File: config.mk
export PLATFORM = sky130hd
export DESIGN_NAME = wb_arbiter
export DESIGN_NICKNAME = d
export VERILOG_FILES = /design/src/rtl/wb_arb_pkg.sv /design/src/rtl/wb_rr_picker.sv /design/src/rtl/wb_arbiter.sv
export SDC_FILE = /design/constraint.sdc
export NUM_CORES = 1
export LEC_CHECK = 0
export CORE_AREA = 4 4 216 218
export DETAILED_ROUTE_END_ITERATION = 10
export DIE_AREA = 0 0 220 222
export GPL_TIMING_DRIVEN = 0
export MAX_ROUTING_LAYER = met4
export PLACE_DENSITY = 0.55
export SLEW_MARGIN = 10
export SYNTH_ARGS = -nofsm -noshare
export SYNTH_HDL_FRONTEND = slang
export SYNTH_HIERARCHICAL = 1
export SYNTH_SLANG_ARGS = --single-unit
File: constraint.sdc
create_clock -name clk_i -period 23.9 [get_ports clk_i]
set_input_delay 3.585 -clock clk_i [delete_from_list [all_inputs] [get_ports clk_i]]
set_output_delay 3.585 -clock clk_i [all_outputs]
set_load 0.01 [all_outputs]
File: src/rtl/wb_arb_pkg.sv
// Shared constants for the writeback arbiter: default sizing and source numbering.
package wb_arb_pkg;

  localparam int NUM_SRC_DEF  = 5;
  localparam int NUM_PORT_DEF = 2;
  localparam int DATA_W_DEF   = 32;
  localparam int TAG_W_DEF    = 6;
  localparam int SRC_SEL_W    = 3;

  typedef enum logic [SRC_SEL_W-1:0] {
    SRC_ALU1   = 3'd0,
    SRC_ALU2   = 3'd1,
    SRC_LDST   = 3'd2,
    SRC_MUL    = 3'd3,
    SRC_BRANCH = 3'd4
  } src_id_e;

endpackage

File: src/rtl/wb_rr_picker.sv
// Round-robin picker: grants up to NUM_PORT requests scanning from rr_ptr, wrapping.
module wb_rr_picker
  import wb_arb_pkg::*;
#(
  parameter int NUM_SRC  = NUM_SRC_DEF,
  parameter int NUM_PORT = NUM_PORT_DEF
) (
  input  logic [NUM_SRC-1:0]            req,
  input  logic [SRC_SEL_W-1:0]          rr_ptr,
  output logic [NUM_PORT*NUM_SRC-1:0]   port_oh,
  output logic [NUM_PORT*SRC_SEL_W-1:0] port_idx,
  output logic [NUM_PORT-1:0]           port_vld,
  output logic [NUM_SRC-1:0]            gnt,
  output logic [SRC_SEL_W-1:0]          next_ptr
);

  localparam int unsigned NS = NUM_SRC;
  localparam int unsigned NP = NUM_PORT;

  always_comb begin
    int unsigned          cnt;
    int unsigned          idx;
    logic [SRC_SEL_W-1:0] last;
    port_oh  = '0;
    port_idx = '0;
    port_vld = '0;
    gnt      = '0;
    last     = rr_ptr;
    cnt      = 0;
    idx      = 0;
    for (int unsigned k = 0; k < NS; k++) begin
      idx = 32'(rr_ptr) + k;
      if (idx >= NS) idx = idx - NS;
      if (req[idx] && (cnt < NP)) begin
        port_oh[cnt*NS + idx]                  = 1'b1;
        port_idx[cnt*SRC_SEL_W +: SRC_SEL_W]   = SRC_SEL_W'(idx);
        port_vld[cnt]                          = 1'b1;
        gnt[idx]                               = 1'b1;
        last                                   = SRC_SEL_W'(idx);
        cnt                                    = cnt + 1;
      end
    end
    if (cnt == 0)
      next_ptr = rr_ptr;
    else if (last == SRC_SEL_W'(NS - 1))
      next_ptr = '0;
    else
      next_ptr = last + 1'b1;
  end

endmodule

File: src/rtl/wb_arbiter.sv
// Writeback arbiter: one-entry buffer per execution unit, round-robin onto NUM_PORT write ports.
// Optional WB_ARB_STATS_EN adds stall_cnt_o (saturating count of cycles leaving a buffer ungranted).
module wb_arbiter
  import wb_arb_pkg::*;
#(
  parameter int NUM_SRC  = NUM_SRC_DEF,
  parameter int NUM_PORT = NUM_PORT_DEF,
  parameter int DATA_W   = DATA_W_DEF,
  parameter int TAG_W    = TAG_W_DEF
) (
  input  logic                          clk_i,
  input  logic                          reset_i,
  input  logic                          kill_i,
  input  logic [NUM_SRC-1:0]            src_valid_i,
  input  logic [NUM_SRC*TAG_W-1:0]      src_tag_i,
  input  logic [NUM_SRC*DATA_W-1:0]     src_data_i,
  output logic [NUM_SRC-1:0]            src_ready_o,
  output logic [NUM_PORT-1:0]           wb_we_o,
  output logic [NUM_PORT*TAG_W-1:0]     wb_tag_o,
  output logic [NUM_PORT*DATA_W-1:0]    wb_data_o,
  output logic [NUM_PORT*SRC_SEL_W-1:0] wb_src_o
`ifdef WB_ARB_STATS_EN
  ,
  output logic [31:0]                   stall_cnt_o
`endif
);

  localparam int unsigned NS = NUM_SRC;
  localparam int unsigned NP = NUM_PORT;

  logic [NUM_SRC-1:0]            buf_v;
  logic [TAG_W-1:0]              buf_tag  [NUM_SRC];
  logic [DATA_W-1:0]             buf_data [NUM_SRC];
  logic [SRC_SEL_W-1:0]          rr_ptr;
  logic [SRC_SEL_W-1:0]          next_ptr;
  logic [NUM_PORT*NUM_SRC-1:0]   port_oh;
  logic [NUM_PORT*SRC_SEL_W-1:0] port_idx;
  logic [NUM_PORT-1:0]           port_vld;
  logic [NUM_SRC-1:0]            gnt;
  logic [NUM_SRC-1:0]            accept;

  wb_rr_picker #(
    .NUM_SRC  (NUM_SRC),
    .NUM_PORT (NUM_PORT)
  ) u_picker (
    .req      (buf_v),
    .rr_ptr   (rr_ptr),
    .port_oh  (port_oh),
    .port_idx (port_idx),
    .port_vld (port_vld),
    .gnt      (gnt),
    .next_ptr (next_ptr)
  );

  // A granted buffer drains this cycle, so it can refill in the same cycle.
  assign src_ready_o = {NUM_SRC{~kill_i}} & (~buf_v | gnt);
  assign accept      = src_valid_i & src_ready_o;

  assign wb_we_o  = port_vld & {NUM_PORT{~kill_i}};
  assign wb_src_o = port_idx;

  always_comb begin
    wb_tag_o  = '0;
    wb_data_o = '0;
    for (int unsigned p = 0; p < NP; p++) begin
      for (int unsigned i = 0; i < NS; i++) begin
        if (port_oh[p*NS + i]) begin
          wb_tag_o[p*TAG_W +: TAG_W]    |= buf_tag[i];
          wb_data_o[p*DATA_W +: DATA_W] |= buf_data[i];
        end
      end
    end
  end

  always_ff @(posedge clk_i or negedge reset_i) begin
    if (!reset_i) begin
      buf_v  <= '0;
      rr_ptr <= '0;
    end else if (kill_i) begin
      buf_v  <= '0;
    end else begin
      buf_v  <= (buf_v & ~gnt) | accept;
      rr_ptr <= next_ptr;
    end
  end

  always_ff @(posedge clk_i) begin
    for (int unsigned i = 0; i < NS; i++) begin
      if (accept[i]) begin
        buf_tag[i]  <= src_tag_i[i*TAG_W +: TAG_W];
        buf_data[i] <= src_data_i[i*DATA_W +: DATA_W];
      end
    end
  end

`ifdef WB_ARB_STATS_EN
  logic stall;
  assign stall = (|(buf_v & ~gnt)) & ~kill_i;

  always_ff @(posedge clk_i or negedge reset_i) begin
    if (!reset_i)
      stall_cnt_o <= '0;
    else if (stall && (stall_cnt_o != '1))
      stall_cnt_o <= stall_cnt_o + 32'd1;
  end
`endif

endmodule

==> flow_metrics.env, run 1 <==
export IMPL_period_needed_ns=16.87
export IMPL_relSlewSlack_pct=25.9
export IMPL_clk_insertion_delay_late_ns=0.44
export IMPL_dpl_hpwl_um=41900
export IMPL_required_ns=20.32
export IMPL_ys_warn_count=6
export IMPL_viasPerCell=5.53
export IMPL_ys_seq_area_share_pct=44.4
export IMPL_routed_wl_um=52900
export IMPL_grt_usage_pct=21.7
export IMPL_chipWidth_um=220
export IMPL_crit_slowest_cell="o21ai_1"
export IMPL_clkTransAtPathRegs_ns=0.07
export IMPL_synth_fp_nets=1561
export IMPL_wl_per_cell_um=23.8
export IMPL_overflow=0
export IMPL_drc=0
export IMPL_num_rows=78
export IMPL_cap_violations=0
export IMPL_cts_sinks=198
export IMPL_area_growth_pct=33.7
export IMPL_min_path_type="reg -> reg"
export IMPL_multiInputGateArea_um2=6800
export IMPL_synthArstFlopShare_pct=4.04
export IMPL_grt_pass1_wl_um=77600
export IMPL_root_buffer="clkbuf_16"
export IMPL_clockBufferDepth=2
export IMPL_boundaryPins=287
export IMPL_design_area_um2=17800
export IMPL_outcome="finished, final reports clean"
export IMPL_cp_arrival_ns=13.29
export IMPL_die_area_um2=48800
export IMPL_dpl_cell_area_um2=17200
export IMPL_cp_max_fo=13
export IMPL_final_cell_mix="285 x clkdlybuf4s50_1, 190 x edfxtp_1, 139 x nand2_1, 86 x ha_1, 80 x a22oi_1"
export IMPL_synth_edf_count=190
export IMPL_ctsResizeCount=0
export IMPL_cts_buffers_inserted=17
export IMPL_grt_max_degree=21
export IMPL_cpPeakStageDelay_ns=0.87
export IMPL_yosysUniqueCellTypes=92
export IMPL_worstMarginPinSlew_ns=1.11
export IMPL_dpl_worst_slack_ns=7.69
export IMPL_syn_mean_instance_area_um2=10.5
export IMPL_routed_via_count=12300
export IMPL_gp_congestion=0.957
export IMPL_cp_start_kind="flop"
export IMPL_skew_ns=0.0106
export IMPL_tns_ns=0
export IMPL_min_path_cells=1
export IMPL_antenna_left=0
export IMPL_fmax_ghz=0.0593
export IMPL_grt_pass1_vias=12600
export IMPL_cts_hold_buffers=0
export IMPL_fill_cells=4475
export IMPL_setup_viol_count_final=0
export IMPL_post_cts_buffers=0
export IMPL_htreeDepth=4
export IMPL_worst_slack_ns=7.03
export IMPL_slew_viol_final=0
export IMPL_antenna_found_initial=12
export IMPL_ff_latch_area_um2=5910
export IMPL_drt_initial_drc_count=1302
export IMPL_drive_gt1_share_pct=9.19
export IMPL_syn_inst=1269
export IMPL_core_um2=44900
export IMPL_dr_pass1_iters=10
export IMPL_synth_area_um2=13300
export IMPL_io_buffer_count=285
export IMPL_path_class="reg -> out"
export IMPL_mostFrequentLayoutCell="clkdlybuf4s50_1"
export IMPL_rsz0062_at_grt="no"
export IMPL_critPathMostFrequentCell="ha_1"
export IMPL_finalHoldViolations=0
export IMPL_initial_core_util_pct=29.6
export IMPL_worstSetupEndpointType="primary output"
export IMPL_cts_tree="built"
export IMPL_final_nets=1889
export IMPL_ys_ff_latch=198
export IMPL_die_h_um=222
export IMPL_ff2ff_path_depth=30
export IMPL_period_share_pct=70.6
export IMPL_synth_ff_type="edfxtp_1"
-- synth_stat cells (4+ instances only) --
library cell,count,area share [%]
nand4_1,16,0.75
dfrtp_1,8,1.5
nor3_1,25,0.94
clkbuf_1,30,0.85
mux2_2,11,0.93
inv_1,56,1.6
a31oi_1,10,0.47
nand3_1,27,1.0
xnor2_1,22,1.4
nand2_1,139,3.9
and3_1,13,0.61
a21oi_1,54,2.0
nor4_1,10,0.47
nor2b_1,19,0.89
buf_2,25,0.94
o21a_1,4,0.23
o21ba_2,6,0.45
a211oi_1,12,0.68
edfxtp_1,190,43
a221oi_1,6,0.39
buf_6,12,1.0
inv_2,6,0.17
and2_1,5,0.24
nor3b_1,10,0.56
or2_2,6,0.28
or3_1,9,0.42
a21o_1,15,0.85
mux2i_1,20,1.5
nand2b_1,15,0.71
or4_1,6,0.34
a222oi_1,76,5.7
fa_1,8,1.2
o21ai_0,45,1.7
o211ai_1,10,0.56
ha_1,86,8.1
o22ai_1,6,0.28
o31ai_1,10,0.56
nor2_1,74,2.1
a22oi_1,80,4.5
-- worst max-delay path: cells and delay by family (launching register included) --
kind                     cells  cell delay (ns)
AND/OR/NAND/NOR             16             3.95
AO/OA/AOI/OAI                7             2.75
adder cells (fa/ha/maj)      7             2.57
buffers and inverters        7             2.07
multiplexers                 2             1.02
flip-flops                   1             0.46
-- path summary, 6_finish.rpt --
check	endpoint	slack, ns	start
setup / recovery	wb_tag_o[2]	7.03	rr_ptr[0]$_DFFE_PN0N_
hold / removal	rr_ptr[0]$_DFFE_PN0N_	0.68	rr_ptr[0]$_DFFE_PN0N_
setup reg to reg	buf_data[0][142]$_DFFE_PP_	12.81	rr_ptr[0]$_DFFE_PN0N_
hold reg to reg	rr_ptr[0]$_DFFE_PN0N_	0.68	rr_ptr[0]$_DFFE_PN0N_
max in group asynchronous	buf_v[2]$_DFF_PN0_	20.23	reset_i
min in group asynchronous	buf_v[0]$_DFF_PN0_	3.41	reset_i
-- per-stage QoR --
stage                     hold WS [ns]  utilization (%)  instances
after floorplan                  0.586                -       1269
after global placement           0.695             37.7       2154
after detailed placement         0.704             38.2       2178
after CTS                        0.719             39.5       2210
after global routing             0.743             39.6       2222
final                            0.682             39.6       2223
-- metal layers --
layer / GRT usage, % / share of wire [%]
met5: - / 0
met4: 7.01 / 3.2
met3: 7.50 / 9.5
met2: 34.6 / 47
met1: 25.7 / 40
-- logic make-up after synthesis --
kind of cell,synth area share (%)
compound gates,22.5
simple gates,14.8
buf+inv,4.78
flops,44.4
fa+ha+maj,9.36
mux,2.44
xor+xnor,1.79
-- sequential cells by signal (all words and copies together) (netlist names) --
name,cells
buf_v,5
rr_ptr,3
buf_data,160
buf_tag,30
-- layout make-up --
| class | instances | area share (%) |
|---|---|---|
| buffer | 70 | 2.20 |
| multi-input combinational | 936 | 38.2 |
| timing repair buffer | 309 | 17.3 |
| clock inverter | 15 | 0.900 |
| tap | 600 | 4.22 |
| clock buffer | 17 | 2.39 |
| antenna | 13 | 0.183 |
| sequential | 198 | 33.2 |
| inverter | 65 | 1.37 |
Power of run 1 is left out: the tool's default activity adds up to more than one toggle a clock period on the data nets, which glitch-free logic cannot reach.
==> run 2: changes to the inputs <==
--- a/config.mk
+++ b/config.mk
@@ -10,7 +10,7 @@
 export DIE_AREA = 0 0 220 222
 export GPL_TIMING_DRIVEN = 0
 export MAX_ROUTING_LAYER = met4
-export PLACE_DENSITY = 0.55
+export PLACE_DENSITY = 0.56
 export SLEW_MARGIN = 10
 export SYNTH_ARGS = -nofsm -noshare
 export SYNTH_HDL_FRONTEND = slang
==> constraint.sdc (replaced) <==
create_clock -name clk_i -period 13.9 [get_ports clk_i]
set_input_delay 2.085 -clock clk_i [delete_from_list [all_inputs] [get_ports clk_i]]
set_output_delay 2.085 -clock clk_i [all_outputs]
set_load 0.01 [all_outputs]
==> run 2 against run 1 <==
Against the previous run:
- clock-buffer cell count up 1
- critical path depth rose by 4
- worst setup slack worse by 6.5 ns
- die area stayed put
- critical endpoint unchanged
- largest cell class unchanged
==> flow_metrics.env, run 2 (synthesis results as in run 1) <==
export IMPL_drive_gt1_share_pct=12.0
export IMPL_cts_hold_buffers=0
export IMPL_path_class="reg -> out"
export IMPL_cts_tree="built"
export IMPL_clk_insertion_delay_late_ns=0.45
export IMPL_io_buffer_count=285
export IMPL_cp_start_kind="flop"
export IMPL_skew_ns=0.0169
export IMPL_grt_usage_pct=21.7
export IMPL_critPathMostFrequentCell="ha_1"
export IMPL_worst_slack_ns=0.558
export IMPL_viasPerCell=5.69
export IMPL_die_area_um2=48800
export IMPL_root_buffer="clkbuf_16"
export IMPL_cpPeakStageDelay_ns=0.57
export IMPL_area_growth_pct=35.7
export IMPL_num_rows=78
export IMPL_htreeDepth=4
export IMPL_min_path_type="reg -> reg"
export IMPL_cts_buffers_inserted=17
export IMPL_dr_pass1_iters=7
export IMPL_antenna_left=0
export IMPL_final_cell_mix="285 x clkdlybuf4s50_1, 190 x edfxtp_1, 139 x nand2_1, 84 x ha_1, 79 x a22oi_1"
export IMPL_gp_congestion=0.978
export IMPL_wl_per_cell_um=23.7
export IMPL_die_h_um=222
export IMPL_period_share_pct=96.0
export IMPL_crit_family="simple AND/OR/NAND/NOR gates"
export IMPL_cp_arrival_ns=11.26
export IMPL_clockBufferDepth=2
export IMPL_worstSetupEndpointType="primary output"
export IMPL_grt_pass1_wl_um=78300
export IMPL_reg_top3="buf_data: 160 flops, buf_tag: 30 flops, buf_v: 5 flops"
export IMPL_mostFrequentLayoutCell="clkdlybuf4s50_1"
export IMPL_drc=0
export IMPL_antenna_found_initial=7
export IMPL_drt_initial_drc_count=1557
export IMPL_regMostFlops="buf_data"
export IMPL_final_nets=1900
export IMPL_relSlewSlack_pct=14.6
export IMPL_outcome="finished, final reports clean"
export IMPL_tns_ns=0
export IMPL_clkTransAtPathRegs_ns=0.08
export IMPL_core_um2=44900
export IMPL_period_needed_ns=13.34
export IMPL_worstMarginPinSlew_ns=1.25
export IMPL_chipWidth_um=220
export IMPL_routed_via_count=12700
export IMPL_dpl_hpwl_um=41300
export IMPL_finalHoldViolations=0
export IMPL_cap_violations=0
export IMPL_largest_register_ff_count=160
export IMPL_dpl_worst_slack_ns=-0.851
export IMPL_required_ns=11.81
export IMPL_cp_max_fo=13
export IMPL_grt_pass1_vias=12900
export IMPL_fmax_ghz=0.0750
export IMPL_cts_sinks=198
export IMPL_setup_viol_count_final=0
export IMPL_crit_buf_inv=12
export IMPL_slew_viol_final=0
export IMPL_crit_slowest_cell="clkdlybuf4s50_1"
export IMPL_initial_core_util_pct=29.6
export IMPL_grt_max_degree=20
export IMPL_routed_wl_um=52800
export IMPL_boundaryPins=287
export IMPL_overflow=0
[run 2: worst paths after layout]
kind                                       start                        to  slack [ns]  cells after the start
setup / recovery           rr_ptr[0]$_DFFE_PN0N_               wb_tag_o[2]        0.56                     43
hold / removal             rr_ptr[0]$_DFFE_PN0N_     rr_ptr[0]$_DFFE_PN0N_        0.69                      1
setup reg to reg           rr_ptr[0]$_DFFE_PN0N_  buf_data[0][7]$_DFFE_PP_        5.21                     29
hold reg to reg            rr_ptr[0]$_DFFE_PN0N_     rr_ptr[0]$_DFFE_PN0N_        0.69                      1
max in group asynchronous                reset_i     rr_ptr[1]$_DFFE_PN0N_       11.72                      1
min in group asynchronous                reset_i        buf_v[3]$_DFF_PN0_        1.90                      1
[run 2: layer usage]
metal  GRT usage (%)  vias to the layer above  routed length [µm]
met5               -                        -                   0
li1                -                     5711                   -
met3            5.63                       75                5270
met4            5.90                        0                1330
met1            27.2                     6195               21200
met2            34.7                      699               25100
[run 2: per-stage QoR]
| step | hold slack, ns | cells | utilization (%) | area [µm²] |
|---|---|---|---|---|
| 2_1_floorplan | 0.586 | 1269 | - | 13300 |
| 3_3_place_gp | 0.671 | 2154 | 37.7 | 16900 |
| 3_5_place_dp | 0.677 | 2180 | 38.3 | 17200 |
| 4_1_cts | 0.701 | 2216 | 39.8 | 17900 |
| 5_1_grt | 0.727 | 2228 | 40.2 | 18100 |
| 6_report | 0.693 | 2230 | 40.2 | 18100 |
[run 2: area by class of cell]
cell class / count / area, µm²
fillers: 4396 / 26800
multi-input cells: 936 / 6920
flip-flops and latches: 198 / 5910
repair buffers: 324 / 3200
well taps: 600 / 751
clock buffers: 18 / 429
plain buffers: 66 / 424
inverters: 65 / 250
clock inverters: 14 / 156
diodes: 9 / 22.5
[run 2: timing repair]
action	CTS	global route
buffers inserted	7	6
pin swaps	3	2
endpoints found under the setup margin	76	76
resized for setup	18	47
Power of run 2 is left out for the same reason.
